--- src/rtl/alu_ex_stage.sv ---
// Pipelined execute stage: operand forwarding, immediate mux, ALU control decode and a
// single-entry valid/ready output register, plus a saturating arithmetic-overflow counter.

module alu32 (
  input  logic [31:0] a,
  input  logic [31:0] b,
  input  logic [3:0]  ctrl,
  output logic [31:0] result,
  output logic        zero,
  output logic        overflow
);

  logic [31:0] sum;
  logic [31:0] diff;
  logic        add_ovf;
  logic        sub_ovf;
  logic        set_lt;

  assign sum     = a + b;
  assign diff    = a - b;
  assign add_ovf = (a[31] == b[31]) && (sum[31] != a[31]);
  assign sub_ovf = (a[31] != b[31]) && (diff[31] != a[31]);
  // Signed less-than from the subtraction: sign bit corrected by overflow.
  assign set_lt  = diff[31] ^ sub_ovf;

  always_comb begin
    result   = '0;
    overflow = 1'b0;
    case (ctrl)
      4'b0000: result = a & b;
      4'b0001: result = a | b;
      4'b0010: begin
        result   = sum;
        overflow = add_ovf;
      end
      4'b0110: begin
        result   = diff;
        overflow = sub_ovf;
      end
      4'b0111: begin
        result   = {31'b0, set_lt};
        overflow = sub_ovf;
      end
      4'b1100: result = ~(a | b);
      default: result = '0;
    endcase
  end

  assign zero = (result == 32'd0);

endmodule

module alu_ex_stage #(
  parameter int unsigned CNT_W = 16
) (
  input  logic             clk,
  input  logic             rst_n,
  input  logic             in_valid,
  output logic             in_ready,
  input  logic [31:0]      rs1_data,
  input  logic [31:0]      rs2_data,
  input  logic [31:0]      imm,
  input  logic             alu_src,
  input  logic [1:0]       alu_op,
  input  logic [5:0]       funct,
  input  logic [4:0]       rd,
  input  logic [1:0]       fwd_a,
  input  logic [1:0]       fwd_b,
  input  logic [31:0]      mem_fwd,
  input  logic [31:0]      wb_fwd,
  input  logic             flush,
  output logic             out_valid,
  input  logic             out_ready,
  output logic [31:0]      out_result,
  output logic             out_zero,
  output logic             out_overflow,
  output logic             out_illegal,
  output logic [4:0]       out_rd,
  output logic [CNT_W-1:0] ovf_count
);

  localparam logic [3:0] CtrlAnd = 4'b0000;
  localparam logic [3:0] CtrlOr  = 4'b0001;
  localparam logic [3:0] CtrlAdd = 4'b0010;
  localparam logic [3:0] CtrlSub = 4'b0110;
  localparam logic [3:0] CtrlSlt = 4'b0111;
  localparam logic [3:0] CtrlNor = 4'b1100;

  localparam logic [5:0] FnAdd = 6'b100000;
  localparam logic [5:0] FnSub = 6'b100010;
  localparam logic [5:0] FnAnd = 6'b100100;
  localparam logic [5:0] FnOr  = 6'b100101;
  localparam logic [5:0] FnSlt = 6'b101010;
  localparam logic [5:0] FnNor = 6'b100111;

  logic [31:0] op_a;
  logic [31:0] op_b_fwd;
  logic [31:0] op_b;
  logic [3:0]  alu_ctrl;
  logic        illegal;
  logic [31:0] alu_result;
  logic        alu_zero;
  logic        alu_ovf;
  logic        ovf_masked;
  logic        accept;
  logic        cnt_full;

  logic             valid_q, valid_d;
  logic [31:0]      result_q;
  logic             zero_q;
  logic             ovf_q;
  logic             illegal_q;
  logic [4:0]       rd_q;
  logic [CNT_W-1:0] cnt_q, cnt_d;

  always_comb begin
    unique case (fwd_a)
      2'b01:   op_a = mem_fwd;
      2'b10:   op_a = wb_fwd;
      default: op_a = rs1_data;
    endcase
  end

  always_comb begin
    unique case (fwd_b)
      2'b01:   op_b_fwd = mem_fwd;
      2'b10:   op_b_fwd = wb_fwd;
      default: op_b_fwd = rs2_data;
    endcase
  end

  // The immediate is never a forwarding target, so it overrides after the forward mux.
  assign op_b = alu_src ? imm : op_b_fwd;

  always_comb begin
    alu_ctrl = CtrlAdd;
    illegal  = 1'b0;
    unique case (alu_op)
      2'b00: alu_ctrl = CtrlAdd;
      2'b01: alu_ctrl = CtrlSub;
      2'b11: alu_ctrl = CtrlOr;
      default: begin
        case (funct)
          FnAdd:   alu_ctrl = CtrlAdd;
          FnSub:   alu_ctrl = CtrlSub;
          FnAnd:   alu_ctrl = CtrlAnd;
          FnOr:    alu_ctrl = CtrlOr;
          FnSlt:   alu_ctrl = CtrlSlt;
          FnNor:   alu_ctrl = CtrlNor;
          default: begin
            alu_ctrl = CtrlAdd;
            illegal  = 1'b1;
          end
        endcase
      end
    endcase
  end

  alu32 u_alu (
    .a        (op_a),
    .b        (op_b),
    .ctrl     (alu_ctrl),
    .result   (alu_result),
    .zero     (alu_zero),
    .overflow (alu_ovf)
  );

  // slt's internal subtraction overflow is not an architectural overflow.
  assign ovf_masked = alu_ovf && ((alu_ctrl == CtrlAdd) || (alu_ctrl == CtrlSub));

  assign in_ready = !valid_q || out_ready;
  assign accept   = in_valid && in_ready && !flush;
  assign cnt_full = &cnt_q;

  always_comb begin
    valid_d = valid_q;
    if (flush) begin
      valid_d = 1'b0;
    end else if (accept) begin
      valid_d = 1'b1;
    end else if (out_ready) begin
      valid_d = 1'b0;
    end
  end

  always_comb begin
    cnt_d = cnt_q;
    if (accept && ovf_masked && !cnt_full) begin
      cnt_d = cnt_q + CNT_W'(1);
    end
  end

  always_ff @(posedge clk or negedge rst_n) begin
    if (!rst_n) begin
      valid_q <= 1'b0;
      cnt_q   <= '0;
    end else begin
      valid_q <= valid_d;
      cnt_q   <= cnt_d;
    end
  end

  // Payload only moves on accept; it keeps its last value after a drain or flush.
  always_ff @(posedge clk or negedge rst_n) begin
    if (!rst_n) begin
      result_q  <= '0;
      zero_q    <= 1'b0;
      ovf_q     <= 1'b0;
      illegal_q <= 1'b0;
      rd_q      <= '0;
    end else if (accept) begin
      result_q  <= alu_result;
      zero_q    <= alu_zero;
      ovf_q     <= ovf_masked;
      illegal_q <= illegal;
      rd_q      <= rd;
    end
  end

  assign out_valid    = valid_q;
  assign out_result   = result_q;
  assign out_zero     = zero_q;
  assign out_overflow = ovf_q;
  assign out_illegal  = illegal_q;
  assign out_rd       = rd_q;
  assign ovf_count    = cnt_q;

endmodule

--- config.mk ---
export PLATFORM = sky130hd
export DESIGN_NAME = alu_ex_stage
export DESIGN_NICKNAME = d
export VERILOG_FILES = /design/src/rtl/alu_ex_stage.sv
export SDC_FILE = /design/constraint.sdc
export NUM_CORES = 1
export LEC_CHECK = 0
export CORE_MARGIN = 2
export CORE_UTILIZATION = 35
export CTS_CLUSTER_DIAMETER = 80
export CTS_CLUSTER_SIZE = 14
export DETAILED_ROUTE_END_ITERATION = 10
export PLACE_DENSITY = 0.66
export SYNTH_ARGS = -nofsm -noshare
export SYNTH_HDL_FRONTEND = slang
export SYNTH_SLANG_ARGS = --single-unit
--- constraint.sdc ---
create_clock -name clk -period 3.2 [get_ports clk]
set_input_delay 0.48 -clock clk [delete_from_list [all_inputs] [get_ports clk]]
set_output_delay 0.48 -clock clk [all_outputs]
set_load 0.03 [all_outputs]
==> out/metrics.cfg, run 1 <==
[timing]
max_freq_mhz = 199
period_minus_slack_ns = 5.02
slew-limit-headroom_pct = 39.8
grt_setup_unrepaired = true
post-route-period-util_pct = 157
finalSetupViolations = 49
finalSetupTns_ns = -52.88
slew_violations = 0
finalClockSkew_ns = 0.00470
fin_ws_ns = -1.82
worst_pin_slew_ns = 0.895
finalHoldViolCount = 0
hold_ws_ns = 0.161

[final_layout]
nNetsFinal = 2464
fin_util_pct = 70.3
multiInputGateArea_mm2 = 0.00972
area_delta_synth_final_pct = 96.5
area.sequential_mm2 = 0.00143
num-fill-cells = 2166
drive_above_1_share_pct = 42.3
antenna_cells = 0

[worst_setup_path]
crit_fanout = 5
critPathCaptureType = flop
criticalPathCategory = input port to flop
reg2reg_from = ovf_count[4]
cp.arrival_ns = 5.27
crit_required_ns = 3.45
crit_start = wb_fwd[1]
cp-start-kind = input port

[synthesis]
synth-edff-count = 0
synth_top_area_share_pct = 14.2
yosys.cell_count.top_type = nand2_1
syn_inst = 1426
synth-seq-area-share_pct = 14.2
synthTopCellsByCount = 220 x nand2_1, 117 x inv_1, 98 x ha_1
synth_nets = 1710
yosysTopAreaCell = dfrtp_1
ys_ff_latch = 57
async_reset_ff_share_pct = 100
synth_cell_type_count = 95
synth_ff_type = dfrtp_1
syn_area_mm2 = 0.0100
avgSynthCellArea_um2 = 7.02
yosys-top-cells-area = dfrtp_1 14%, ha_1 12%, nand2_1 8.2%, inv_1 4.4%, a21oi_1 3.8%
synth_warnings = 0

[clock_tree]
clockBufferDepth = 2
cts_tree = built
htreeDepth = 3
clkLatencyLatePin_ns = 0.33
root_buffer = clkbuf_16
cts_made_buffers = 9
cts-hold-fix-buffers = 0
clkTransAtPathRegs_ns = 0.05
cts.sinks = 57

[floorplanning]
core_area_mm2 = 0.0280
start_util_pct = 35.8
io_pins = 241
fp.dieW_um = 173
dieArea_mm2 = 0.0300
row_count = 61
die_y_um = 173

[outcome]
violations = negative setup slack
status = finished, violations left

[grt]
grt_remaining_overflow = 0
antenna_found_initial = 0
grt_usage_pct = 32.7
grt_pass1_wl_um = 79100
grt_pass1_vias = 14388
grt_max_degree = 39

[place]
gp_congestion = 1.00
numPortBuffers = 240
place_ws_ns = -2.81
dp_hpwl_um = 40300

[detailed_routing]
drtIter0Drc = 1263
wirelength_um = 53800
via_count = 14787
post_drt_wl_per_cell_um = 21.0
drt_pass1_iterations = 5
drcViolationCount = 0
viasPerCell = 5.77
ant_nets = 0

[power]
clkPwrFrac_pct = 11.5
p_leak_nw = 8.97
power.switching_mw = 3.63
ir_drop_mv = 0.325
power.density_mw_per_mm2 = 418
p_int_mw = 4.60
seqPwrFrac_pct = 12.3
pwr-share-comb_pct = 76.2
switching_share_pct = 44.1

[run]
cap_violations = 0

[min_path]
hold_class = input port to async pin

worst paths after layout:
path                                  end  slack [ns]  cells after the start
max                         ovf_count[15]       -1.82                     24
min                         out_result[1]        0.16                      1
max reg2reg                  ovf_count[1]        0.24                      8
min reg2reg                     out_rd[3]        0.47                      2
max in group asynchronous  out_result[29]        2.21                      2
min in group clk                out_rd[3]        0.47                      2
power groups by stage:
stage | combinational [mW] | clock (mW) | sequential [mW]
floorplan | 2.07 | 0 | 1.33
global placement | 4.87 | 0 | 1.02
detailed placement | 4.92 | 0 | 1.02
CTS | 5.62 | 0.947 | 1.01
global route | 6.60 | 0.986 | 1.04
finish | 6.26 | 0.944 | 1.02
metrics by stage:
| step | std cells | power [mW] | area, um2 |
|---|---|---|---|
| after global placement | 2441 | 5.88 | 16500 |
| after floorplan | 1426 | 3.39 | 10300 |
| final | 2562 | 8.22 | 19700 |
| after detailed placement | 2441 | 5.94 | 16500 |
| after global routing | 2562 | 8.62 | 19700 |
| after CTS | 2517 | 7.58 | 18500 |
worst max-delay path, stage by stage:
cell and delay [ns]:
clkdlybuf4s50_1 0.46, a22oi_1 0.32, o21a_1 0.26, inv_1 0.14, ha_4 0.25, o21ba_4 0.24
nor4_4 0.21, o311a_1 0.22, o211ai_1 0.10, buf_4 0.17, a31oi_4 0.20, o21ai_4 0.10
a21oi_2 0.13, o21ai_1 0.06, a21oi_1 0.15, nor2_2 0.08, fa_1 0.54, xnor2_1 0.12
nand2_1 0.09, a21oi_2 0.16, nand4_1 0.13, buf_6 0.16, nor4_4 0.30, xor2_1 0.17
state kept, by name, summed over array words and instances, names as in the netlist:
name          flops
out_valid         1
out_overflow      1
out_illegal       1
out_rd            5
out_zero          1
out_result       32
ovf_count        16
per-layer routing:
metal | GRT usage, % | wire length (um) | vias to the layer above
li1 | - | - | 6728
met1 | 44.4 | 22400 | 7030
met2 | 53.4 | 24400 | 863
met3 | 4.24 | 4670 | 166
met4 | 11.3 | 2300 | 0
met5 | 0 | 0 | -
repair_timing:
| action | in CTS | in global routing |
|---|---|---|
| resized for setup | 284 | 173 |
| setup buffers | 65 | 57 |
| pin swaps | 105 | 98 |
| endpoints found under the setup margin | 50 | 50 |
| cloned | 2 | 0 |
cell usage in the layout (no fill, tap or decap), types with 12 or more instances in the layout:
master / netlist / final
buf_4: 1 / 514
nand2b_1: 19 / 14
xor2_1: 14 / 12
nor2b_1: 46 / 37
a21o_1: 16 / 16
o31ai_2: 2 / 17
nor3_4: 1 / 13
o31ai_1: 42 / 19
o21ai_1: 7 / 21
a21oi_1: 77 / 46
inv_1: 117 / 102
a22oi_1: 41 / 37
a221oi_1: 36 / 13
nand3_1: 28 / 22
ha_1: 98 / 69
nand2_1: 220 / 208
nand4_1: 16 / 16
xnor2_1: 17 / 13
buf_6: 1 / 62
o21ai_0: 76 / 45
dfrtp_1: 57 / 57
o211ai_1: 13 / 13
a31oi_1: 21 / 13
o21a_1: 27 / 25
inv_2: 5 / 17
mux2i_1: 16 / 14
nor3_1: 32 / 18
o21ai_2: 0 / 13
a221oi_2: 1 / 16
ha_4: 0 / 24
clkdlybuf4s50_1: 0 / 234
nor2_1: 82 / 65
a21oi_2: 1 / 26
cell families (layout without fill, tap and decap cells):
kind of cell | count (synthesis) | after routing | synth area share (%)
compound gates | 488 | 488 | 35.0
xor+xnor | 31 | 31 | 2.71
fa+ha+maj | 103 | 103 | 13.0
buf+inv | 211 | 969 | 8.21
flops | 57 | 57 | 14.2
mux | 19 | 19 | 1.94
simple gates | 517 | 517 | 24.9
area by class of cell:
cell class / count / share of cell area (%)
Clock buffer: 12 / 1.30
Tap cell: 378 / 2.40
Sequential cell: 57 / 7.25
Multi-Input combinational cell: 1158 / 49.4
Timing Repair Buffer: 832 / 37.0
Inverter: 122 / 2.40
Clock inverter: 3 / 0.203
(Power assumes the default switching activity.)
==> inputs of run 2 (changes only) <==
--- a/config.mk
+++ b/config.mk
@@ -6,5 +6,6 @@
 export NUM_CORES = 1
 export LEC_CHECK = 0
-export CORE_MARGIN = 2
+export CAP_MARGIN = 20
+export CORE_MARGIN = 3
 export CORE_UTILIZATION = 35
 export CTS_CLUSTER_DIAMETER = 80
==> constraint.sdc (replaced) <==
create_clock -name clk -period 3.2 [get_ports clk]
set_input_delay 0.64 -clock clk [delete_from_list [all_inputs] [get_ports clk]]
set_output_delay 0.64 -clock clk [all_outputs]
set_load 0.03 [all_outputs]
==> out/metrics.cfg, run 2 (synthesized netlist as in run 1, its figures left out) <==
[worst_setup_path]
path_delay_family = compound AO/OA/AOI/OAI gates
ff2ff_path_depth = 8
crit_start = fwd_b[0]
crit_top_cell = buf_4
critPathCaptureType = flop
r2r_slack_ns = 0.24
reg2reg_from = ovf_count[3]
crit_buf_inv = 8
cpMaxStageDelayCell = fa_2
max_stage_delay_ns = 0.46
cp.arrival_ns = 5.33
r2r_end = ovf_count[1]
criticalPathCategory = input port to flop
crit_required_ns = 3.43
cp-start-kind = input port
crit_fanout = 7

[detailed_routing]
wl_met3_um = 4860
routed-wl-met2_um = 23800
drtIter0Drc = 1247
drt_pass1_iterations = 7
ant_nets = 0
drcViolationCount = 0
viasPerCell = 5.72
wirelength_um = 52800
post_drt_wl_per_cell_um = 20.5
drt-met1-wl_um = 21800
top_layer_used = met4
via_count = 14703

[timing]
hold_ws_ns = 0.410
fin_ws_ns = -1.90
finalHoldViolCount = 0
worst_pin_slew_ns = 0.870
post-route-period-util_pct = 159
finalClockSkew_ns = 0.00450
grt_setup_unrepaired = true
max_freq_mhz = 196
finalSetupViolations = 50
period_minus_slack_ns = 5.10
finalSetupTns_ns = -58.18
slew_violations = 0
slew-limit-headroom_pct = 41.5

[power]
ir_drop_mv = 0.321
p_leak_nw = 9.06
power.density_mw_per_mm2 = 419

[grt]
grt_pass1_vias = 14394
grt_usage_pct = 31.4
grt_pass1_wl_um = 77700
antenna_found_initial = 0
grt_max_degree = 38
grt_remaining_overflow = 0

[clock_tree]
htreeDepth = 3
cts_made_buffers = 9
cts-hold-fix-buffers = 0
clkTransAtPathRegs_ns = 0.05
root_buffer = clkbuf_16
cts_tree = built
cts.sinks = 57
clockBufferDepth = 2
clkLatencyLatePin_ns = 0.33

[floorplanning]
dieArea_mm2 = 0.0307
start_util_pct = 35.8
io_pins = 241
row_count = 61
die_y_um = 175
fp.dieW_um = 175
core_area_mm2 = 0.0280

[final_layout]
num-fill-cells = 2184
nNetsFinal = 2472
design_area_mm2 = 0.0198
largest_register_ffs = 32
area.sequential_mm2 = 0.00143
layout_common_cells = 517 x buf_4, 231 x clkdlybuf4s50_1, 212 x nand2_1
layout_commonest_cell = buf_4
area_delta_synth_final_pct = 97.8
drive_above_1_share_pct = 42.2
multiInputGateArea_mm2 = 0.00974
antenna_cells = 0

[outcome]
status = finished, violations left
violations = negative setup slack

[place]
gp_congestion = 0.978
place_area_mm2 = 0.0164
dp_hpwl_um = 39700
place_ws_ns = -3.06
numPortBuffers = 240

[min_path]
hold_class = input port to async pin

[run]
cap_violations = 0

-- run 2: cell types whose count changed in the layout (fill, tap and decap cells not counted), moves of 4 or more --
cell,before,now
a221oi_4,8,13
buf_6,62,66
nand2_1,208,212
nand2_2,11,7
nor2_2,9,13
nor2_4,9,4
o31ai_1,19,15
-- run 2: final cells by class --
cell class / count / share of cell area [%]
clock inverter: 6 / 0.531
timing repair buffer: 840 / 37.1
clock buffer: 10 / 1.21
sequential: 57 / 7.20
inverter: 122 / 2.38
multi-input combinational: 1158 / 49.2
tap: 378 / 2.39
-- run 2: worst max-delay path by stage --
| stage | endpoint | slack (ns) | depth (start not counted) |
|---|---|---|---|
| floorplan | ovf_count[12] | -1.85 | 25 |
| global placement | ovf_count[12] | -3.00 | 25 |
| detailed placement | ovf_count[12] | -3.06 | 26 |
| CTS | ovf_count[12] | -1.75 | 28 |
| global route | ovf_count[9] | -2.07 | 29 |
| finish | ovf_count[9] | -1.90 | 29 |
-- run 2: metal layers --
layer / vias up / global-route usage (%)
li1: 6754 / -
met4: 0 / 10.8
met1: 6955 / 42.7
met3: 153 / 5.19
met2: 841 / 50.4
met5: - / 0
-- run 2: what timing repair did --
item / CTS / global route
setup buffers: 85 / 65
endpoints found under the hold margin: 0 / 0
resized for setup: 255 / 208
setup endpoints to repair: 50 / 50
gates cloned: 1 / 0
pin swaps: 87 / 128
-- run 2: through the flow --
stage,power [mW],instances,util (%)
4_1_cts,7.62,2524,65.8
3_5_place_dp,5.91,2440,58.7
5_1_grt,8.71,2571,70.7
3_3_place_gp,5.84,2440,58.7
6_report,8.30,2571,70.7
2_1_floorplan,3.40,1426,-
-- run 2: power by group --
part           total [mW]  switching [mW]  internal, mW  leakage (nW)
combinational        6.20            3.15          3.05          8.18
sequential           1.01           0.122         0.887         0.711
clock                1.09           0.317         0.776         0.172
total                8.30            3.59          4.71          9.06
==> RTL edit (settings of run 2) <==
Set the parameter `CNT_W` to 12 (it was 16).
--- a/src/rtl/alu_ex_stage.sv
+++ b/src/rtl/alu_ex_stage.sv
@@ -52,5 +52,5 @@
 
 module alu_ex_stage #(
-  parameter int unsigned CNT_W = 16
+  parameter int unsigned CNT_W = 12
 ) (
   input  logic             clk,
Ports: changed (resized ovf_count); port bits go from 241 to 237. No check against the original RTL was run, so the function may have changed too.
==> RTL edit against run 2 <==
The flow still finishes with violations (setup timing). Wire length fell by 9.7%. Maximum frequency fell by 6.2%. Combinational power fell by 9.2%. Sequential cell count fell by 4. Sequential share of layout area rose by 0.15 points. Setup slack got worse by 330 ps. Non-clock buffer count fell by 53. Worst hold slack got worse by 150 ps. Area after synthesis fell by 4.5%. Design area fell by 9.0%. Clock power fell by 43%. Total power fell by 14%.
==> RTL edit: results <==
metrics = {
    "status": {
        "status": "finished, violations left",
        "violations": "setup timing",
    },
    "place": {
        "dpl.hpwl_um": 35800,
        "place_congestion": 0.985,
        "port_buffers": 236,
        "pre_cts_slack_ps": -3320,
    },
    "timing": {
        "timing.final.ws_setup_ps": -2230,
        "finalSetupViolCount": 45,
        "fin_skew_ps": 5.43,
        "tns_ps": -61320,
        "worst_slew_pin_slew_ps": 905,
    },
    "clock_tree": {
        "cts_buffers": 5,
        "clk_pin_slew_ps": 70,
        "clkLatencyLatePin_ps": 290,
        "htreeDepth": 2,
    },
    "power_and_ir_drop": {
        "p_leak_nw": 8.16,
        "ir_drop_v": 0.000238,
    },
    "synth": {
        "synth-seq-area-share_pct": 13.9,
        "synth_common_cells": "nand2_1, nor2_1, ha_1",
        "synth.area.top_cells": "dfrtp_1, ha_1, nand2_1",
        "synth_fp_nets": 1628,
    },
    "setup_path": {
        "reg2regPathDepth": 10,
        "cp-endpoint": "ovf_count[3]",
        "cp-startpoint": "fwd_b[1]",
        "arrival_ps": 5630,
        "timing.rr.start": "ovf_count[2]",
    },
    "grt": {
        "grt_pass1_wl_um": 70800,
        "grt_usage_pct": 30.0,
        "grt_pass1_vias": 13200,
        "grt_max_degree": 53,
    },
    "routing": {
        "vias": 13700,
        "wl_um": 47700,
        "firstDrtPassIters": 6,
    },
    "finish": {
        "layout-drive-gt1-share_pct": 39.6,
        "nets": 2339,
        "largest_reg_flops": 32,
    },
}
RTL edit: changes by cell type in the layout (fill, tap and decap cells not counted), sizes merged, moves of 7 or more:
cell / run 2 / this run
nor2b: 46 / 53
inv: 122 / 101
a31oi: 21 / 14
nor3: 34 / 27
o31ai: 44 / 37
nand2: 221 / 176
xor2: 14 / 4
a21o: 16 / 23
mux2i: 16 / 5
a221o: 7 / 16
nor2: 83 / 110
buf: 605 / 557
nand3: 28 / 16
RTL edit: logic make-up after synthesis:
kind of cell,share of synthesized area [%]
AOI/OAI and AO/OA,36.7
and+or+nand+nor,24.6
muxes,0.877
DFF,13.9
xor gates and xnor gates,2.20
buffers and inverters,7.68
adders and majority gates,14.1
RTL edit: through the flow:
stage               instances  utilization, %  power, mW  area, um^2
floorplan                1339               -       3.21        9880
global placement         2266            58.7       5.46       15500
detailed placement       2266            58.7       5.52       15500
CTS                      2359            65.4       6.70       17300
global route             2386            68.2       7.56       18000
finish                   2386            68.2       7.17       18000
RTL edit: repair_timing:
action / CTS / global route
gates resized for setup: 235 / 114
setup endpoints to repair: 46 / 46
gates cloned: 0 / 0
pin swaps: 94 / 61
setup buffers: 89 / 29
RTL edit: how the worst min path moves through the flow:
stage / start / end / slack [ps] / depth (start not counted)
2_1_floorplan: rst_n / out_illegal / 340 / 0
3_3_place_gp: out_rd[1] / out_rd[1] / 460 / 2
3_5_place_dp: out_rd[2] / out_rd[2] / 460 / 2
4_1_cts: rst_n / ovf_count[7] / 270 / 1
5_1_grt: rst_n / ovf_count[7] / 280 / 1
6_report: rst_n / ovf_count[7] / 260 / 1
RTL edit: critical path, cell delays in order:
cell and delay, ps:
buf_4 130, ha_4 250, buf_8 150, nor2b_4 130, o31ai_4 370, inv_2 80, buf_4 150, ha_2 170
nor2b_4 130, o31ai_2 250, a22oi_2 170, o2111ai_4 260, nand2_4 100, a221oi_4 410, a2111oi_4 130, nor2_1 110
nor2_1 50, nor2_2 110, fa_2 460, xor2_1 160, nand3_1 110, o31ai_2 70, nand2_1 150, a311oi_2 250
buf_4 210, nand4_1 170, xnor2_1 230
RTL edit: cell type report:
type	instances	area, um^2
Multi-Input combinational cell	1102	8930
Fill cell	2072	8400
Timing Repair Buffer	787	6790
Sequential cell	53	1330
Tap cell	335	419
Inverter	101	389
Clock buffer	6	139
Clock inverter	2	37.5
RTL edit: power breakdown:
| part | leakage [nW] | switching, mW | internal, mW |
|---|---|---|---|
| registers | 0.666 | 0.107 | 0.816 |
| clock network | 0.0831 | 0.233 | 0.390 |
| logic | 7.41 | 2.87 | 2.76 |
| total | 8.16 | 3.21 | 3.96 |
RTL edit: metal layers:
layer	share of wire, %	GRT usage (%)	up-vias
li1	-	-	6360
met3	8.9	3.54	132
met1	43	42.5	6396
met5	0	0	-
met4	3.6	7.52	0
met2	45	48.7	820
